`src/rtl/addr_bus_pkg.sv`:
```
// Shared types and constants for the address-bus arbiter.
package addr_bus_pkg;

  localparam int NUM_REQ_DEFAULT = 5;
  localparam int ID_W            = 3;

  localparam int REQ_PC  = 0;
  localparam int REQ_INC = 1;
  localparam int REQ_J   = 2;
  localparam int REQ_XY  = 3;
  localparam int REQ_M   = 4;

  typedef enum logic [2:0] {
    ST_IDLE    = 3'd0,
    ST_SETTLE  = 3'd1,
    ST_STROBE  = 3'd2,
    ST_HOLD    = 3'd3,
    ST_RELEASE = 3'd4
  } state_e;

endpackage

```
`src/rtl/addr_bus_prio_pick.sv`:
```
// Combinational priority picker: first asserted request found when scanning
// upward from start_idx, wrapping from NUM_REQ-1 back to 0.
module addr_bus_prio_pick
  import addr_bus_pkg::*;
#(
  parameter int NUM_REQ = NUM_REQ_DEFAULT
) (
  input  logic [NUM_REQ-1:0] req,
  input  logic [ID_W-1:0]    start_idx,
  output logic [NUM_REQ-1:0] win_onehot,
  output logic [ID_W-1:0]    win_idx
);

  logic            found;
  logic [ID_W-1:0] cand;
  int              k;

  // Scan all requesters once from the start index; the first hit wins.
  always_comb begin
    win_onehot = '0;
    win_idx    = '0;
    found      = 1'b0;
    cand       = '0;
    k          = 0;
    for (int i = 0; i < NUM_REQ; i++) begin
      k = int'(start_idx) + i;
      if (k >= NUM_REQ) k = k - NUM_REQ;
      cand = ID_W'(k);
      if (!found && req[cand]) begin
        found            = 1'b1;
        win_onehot[cand] = 1'b1;
        win_idx          = cand;
      end
    end
  end

endmodule

```
`src/rtl/addr_bus_arbiter.sv`:
```
// Address-bus ownership sequencer: grant, settle, strobe, hold, dead cycle.
// Optional round-robin arbitration is enabled by defining ADDR_BUS_ROUND_ROBIN_EN;
// without it, the lowest requester index always wins.
//
//   state      | meaning
//   IDLE       | bus undriven, waiting for any request
//   SETTLE     | winner drives the bus, address settling
//   STROBE     | one-cycle sample pulse to memory and INC16
//   HOLD       | winner keeps the bus until it drops its request
//   RELEASE    | dead cycle, nobody drives (break-before-make)
module addr_bus_arbiter
  import addr_bus_pkg::*;
#(
  parameter int NUM_REQ       = NUM_REQ_DEFAULT,
  parameter int SETTLE_CYCLES = 2,
  parameter int CNT_W         = 4
) (
  input  logic               clk,
  input  logic               reset,
  input  logic [NUM_REQ-1:0] req,
  output logic [NUM_REQ-1:0] gnt,
  output logic [ID_W-1:0]    grant_id,
  output logic [NUM_REQ-1:0] drive_en,
  output logic               addr_strobe,
  output logic               busy
);

  state_e               state_q, state_d;
  logic [CNT_W-1:0]     cnt_q, cnt_d;
  logic [NUM_REQ-1:0]   gnt_q, gnt_d;
  logic [NUM_REQ-1:0]   drive_en_q, drive_en_d;
  logic [ID_W-1:0]      grant_id_q, grant_id_d;
  logic                 strobe_q, strobe_d;
  logic                 busy_q, busy_d;

  logic [NUM_REQ-1:0]   pick_onehot;
  logic [ID_W-1:0]      pick_idx;
  logic [ID_W-1:0]      pick_start;

`ifdef ADDR_BUS_ROUND_ROBIN_EN
  logic [ID_W-1:0]      ptr_q, ptr_d;

  // Pointer moves past every winner, aborted tenures included.
  always_comb begin
    ptr_d = ptr_q;
    if (state_q == ST_IDLE && |req)
      ptr_d = (pick_idx == ID_W'(NUM_REQ - 1)) ? '0 : pick_idx + ID_W'(1);
  end

  // Round-robin pointer register.
  always_ff @(posedge clk or posedge reset) begin
    if (reset) ptr_q <= '0;
    else       ptr_q <= ptr_d;
  end

  assign pick_start = ptr_q;
`else
  assign pick_start = '0;
`endif

  addr_bus_prio_pick #(.NUM_REQ(NUM_REQ)) u_pick (
    .req        (req),
    .start_idx  (pick_start),
    .win_onehot (pick_onehot),
    .win_idx    (pick_idx)
  );

  // Next-state and next-output decode; every output is registered.
  always_comb begin
    state_d    = state_q;
    cnt_d      = cnt_q;
    gnt_d      = gnt_q;
    drive_en_d = drive_en_q;
    grant_id_d = grant_id_q;
    strobe_d   = 1'b0;
    case (state_q)
      ST_IDLE: begin
        if (|req) begin
          gnt_d      = pick_onehot;
          drive_en_d = pick_onehot;
          grant_id_d = pick_idx;
          cnt_d      = CNT_W'(SETTLE_CYCLES - 1);
          state_d    = ST_SETTLE;
        end
      end
      ST_SETTLE: begin
        if (!req[grant_id_q]) begin
          state_d = ST_RELEASE;
        end else if (cnt_q == '0) begin
          strobe_d = 1'b1;
          state_d  = ST_STROBE;
        end else begin
          cnt_d = cnt_q - CNT_W'(1);
        end
      end
      ST_STROBE: state_d = ST_HOLD;
      ST_HOLD:   if (!req[grant_id_q]) state_d = ST_RELEASE;
      ST_RELEASE: state_d = ST_IDLE;
      default:    state_d = ST_IDLE;
    endcase
    if (state_d == ST_RELEASE || state_d == ST_IDLE) begin
      gnt_d      = '0;
      drive_en_d = '0;
      grant_id_d = '0;
    end
    busy_d = (state_d != ST_IDLE);
  end

  // State, counter and output registers.
  always_ff @(posedge clk or posedge reset) begin
    if (reset) begin
      state_q    <= ST_IDLE;
      cnt_q      <= '0;
      gnt_q      <= '0;
      drive_en_q <= '0;
      grant_id_q <= '0;
      strobe_q   <= 1'b0;
      busy_q     <= 1'b0;
    end else begin
      state_q    <= state_d;
      cnt_q      <= cnt_d;
      gnt_q      <= gnt_d;
      drive_en_q <= drive_en_d;
      grant_id_q <= grant_id_d;
      strobe_q   <= strobe_d;
      busy_q     <= busy_d;
    end
  end

  assign gnt         = gnt_q;
  assign drive_en    = drive_en_q;
  assign grant_id    = grant_id_q;
  assign addr_strobe = strobe_q;
  assign busy        = busy_q;

endmodule

```
`config.mk`:
```
export PLATFORM = sky130hd
export DESIGN_NAME = addr_bus_arbiter
export DESIGN_NICKNAME = d
export VERILOG_FILES = /design/src/rtl/addr_bus_pkg.sv /design/src/rtl/addr_bus_prio_pick.sv /design/src/rtl/addr_bus_arbiter.sv
export SDC_FILE = /design/constraint.sdc
export NUM_CORES = 1
export LEC_CHECK = 0
export CORE_MARGIN = 1.5
export CORE_UTILIZATION = 45
export CTS_BUF_LIST = sky130_fd_sc_hd__clkbuf_4 sky130_fd_sc_hd__clkbuf_8
export DETAILED_ROUTE_END_ITERATION = 16
export GPL_TIMING_DRIVEN = 0
export PLACE_DENSITY_LB_ADDON = 0.3
export SLEW_MARGIN = 15
export SYNTH_ARGS = -nofsm -noshare
export SYNTH_HDL_FRONTEND = slang
export SYNTH_SLANG_ARGS = --single-unit
```
`constraint.sdc`:
```
create_clock -name clk -period 3.86 [get_ports clk]
set_clock_uncertainty 0.05 [all_clocks]
set_input_delay 0.772 -clock clk [delete_from_list [all_inputs] [get_ports clk]]
set_output_delay 0.772 -clock clk [all_outputs]
set_load 0.02 [all_outputs]
```
==> results.yml <==
run_status:
  status: "finished clean"
logic_synthesis:
  syn-cell-area_sq_mm: 0.00102
  synthAdderAreaFrac_pct: 2.46
  synth.avg_cell_area_sq_um: 10.1
  async_flop_share_pct: 100
  ys_ff_latch: 16
  synthMuxAreaShare_pct: 4.91
  yosysUniqueCellTypes: 37
  synth_xor_area_share_pct: 0
  netlist_instances: 101
  synth_top_family_by_area: "simple AND/OR/NAND/NOR gates"
  synth-compound-area-share_pct: 21.9
  synth_edf_count: 0
  synth_ff_type: "dfrtp_1"
  seq_area_frac_synth_pct: 39.3
  yosys.area_share.simple_pct: 22.7
  syn-num-nets: 110
  yosys_warnings: 0
layout:
  most-common-layout-cells: "21 x clkdlybuf4s50_1, 16 x dfrtp_1, 7 x buf_4, 7 x a21oi_1"
  fillers: 211
  area_growth_pct: 26.3
  final_layout_size_suffix_gt1_share_pct: 20.8
  final_common_cell: "clkdlybuf4s50_1"
  multi_input_area_sq_um: 529
  nets: 136
  regArea_sq_um: 400
  diodes: 0
  utilization_pct: 59.3
clock_tree:
  cts_tree: "built"
  htree_levels: 1
  cts_buffer_depth: 2
  cts_hold_buf: 0
  path_clk_slew_ps: 90
  root_buffer: "clkbuf_4"
  insertion_delay_ps: 290
  cts-buffers-inserted: 3
  cts_setup_buffers: 0
  clock-sinks: 16
  cts_resized: 0
global_routing:
  grt_first_pass_wirelength_um: 3710
  top_usage_layer: "met2"
  use_met3_pct: 5.06
  antenna_found_initial: 0
  use_met1_pct: 27.0
  grt.overflow.total: 0
  grt_max_degree: 17
  track_usage_pct: 19.9
  grt_pass1_vias: 767
  use_met2_pct: 28.9
power_and_ir_drop:
  power_frac_seq_pct: 28.7
  p_int_uw: 538
  irDropWorstVdd_mv: 0.393
  clkPwrFrac_pct: 9.2
  pwr-share-comb_pct: 62.1
  p_leak_uw: 0.000561
  p_switching_uw: 453
  p_sw_share_pct: 45.7
  powerDensity_mw_per_mm2: 770
sta:
  setup_viol: 0
  max_freq_mhz: 431
  relSlewSlack_pct: 59.4
  finalCriticalPeriod_ps: 2320
  post-route-period-util_pct: 60.1
  hold_slack_ps: 478
  setup_tns_ps: 0
  hold_viol: 0
  slew_viol_final: 0
  finalWorstSetupSlack_ps: 1540
  tightest_slew_ps: 608
  rsz0062_at_grt: "false"
min_path:
  min_path_type: "flop to flop"
critical_path:
  critical_path_required_ps: 4000
  critPathMaxFanout: 9
  crit_type: "input port to flop"
  critPathArrivalTime_ps: 2460
  cp-start-kind: "input port"
  end_kind: "flop"
floorplan:
  die-area_sq_mm: 0.00256
  start_util_pct: 46.9
  placementRows: 17
  die_h_um: 50.6
  ios: 22
  fp.dieW_um: 50.6
  core_area_sq_mm: 0.00217
flow_run:
  maxCapViolCount: 0
placed_design:
  pre_cts_slack_ps: 1230
  hpwl_um: 1590
  io_buffer_count: 21
  gp_congestion: 0.818
detailed_routing:
  vias_per_cell: 5.70
  drt_pass1_iterations: 4
  avgRoutedWirePerCell_um: 14.8
  first_iter_violations: 12
  drtAntennaViolNets: 0
  vias: 872
  wirelength_um: 2260
  drc_errors: 0
## layout make-up
cell class,count,area share [%]
Buffer,10,5.16
Multi-Input combinational cell,69,41.1
Sequential cell,16,31.1
Timing Repair Buffer,21,16.3
Tap cell,28,2.72
Clock buffer,3,1.75
Inverter,6,1.75
## worst max-delay path: stages
cell,delay [ps]
clkdlybuf4s50_1,490
or4_4,620
o21ai_4,270
nand2_1,90
o211a_1,210
## registers in the layout, indices dropped and copies added (netlist names)
register / cells
addr_strobe: 1
busy: 1
cnt_q: 4
drive_en: 4
grant_id: 3
state_q: 3
## logic make-up after synthesis
logic type      count (synthesis)
fa+ha+maj                       2
simple gates                   36
flops                          16
buf+inv                        16
mux                             5
compound gates                 26
## power by group through the flow
stage	logic [uW]	registers [uW]	clock network, uW
final	615	284	91.4
after global routing	664	294	99.3
after CTS	613	283	91.4
after detailed placement	609	286	0
after global placement	598	283	0
after floorplan	397	310	0
## synth_stat cells, types with 2 or more instances
cell | number | area share [%]
ha_1 | 2 | 2.5
nor3_2 | 2 | 2.0
nand2b_1 | 2 | 1.2
o21ai_0 | 3 | 1.5
or2_2 | 2 | 1.2
o21ai_1 | 3 | 1.5
inv_1 | 6 | 2.2
nand3_1 | 3 | 1.5
buf_2 | 2 | 0.98
nor4_1 | 2 | 1.2
o211ai_1 | 3 | 2.2
and3_1 | 3 | 1.8
mux2i_1 | 5 | 4.9
a21oi_1 | 7 | 3.4
nor3b_1 | 2 | 1.5
buf_4 | 7 | 5.2
nor3_1 | 5 | 2.5
nor2_1 | 2 | 0.74
nand2_1 | 6 | 2.2
dfrtp_1 | 16 | 39
o211a_1 | 2 | 2.0
## per-layer routing
layer  routed length, um  share of wire [%]  vias to the layer above
met1                1100                 48                      431
li1                    -                  -                      413
met2                1030                 46                       24
met5                   0                  0                        -
met3                  89                3.9                        4
met4                  41                1.8                        0
## through the flow
step / instances / area [sq um] / total power (uW)
final: 153 / 1290 / 991
after global routing: 153 / 1290 / 1060
after global placement: 150 / 1260 / 881
after CTS: 153 / 1290 / 988
after floorplan: 101 / 1020 / 707
after detailed placement: 150 / 1260 / 894
## final timing paths
kind,from,to,slack (ps),cells past startpoint
worst min register to register,cnt_q[2]$_DFFE_PP0P_,cnt_q[2]$_DFFE_PP0P_,480,1
max in group asynchronous,reset,cnt_q[1]$_DFFE_PP0P_,2580,2
min in group asynchronous,reset,drive_en[2]$_DFFE_PP0P_,790,2
worst max-delay path,req[2],cnt_q[0]$_DFFE_PP0P_,1540,5
worst min-delay path,cnt_q[2]$_DFFE_PP0P_,cnt_q[2]$_DFFE_PP0P_,480,1
worst max register to register,grant_id[1]$_DFFE_PP0P_,drive_en[1]$_DFFE_PP0P_,2090,4
No activity file was read; power rests on OpenSTA's default activity.
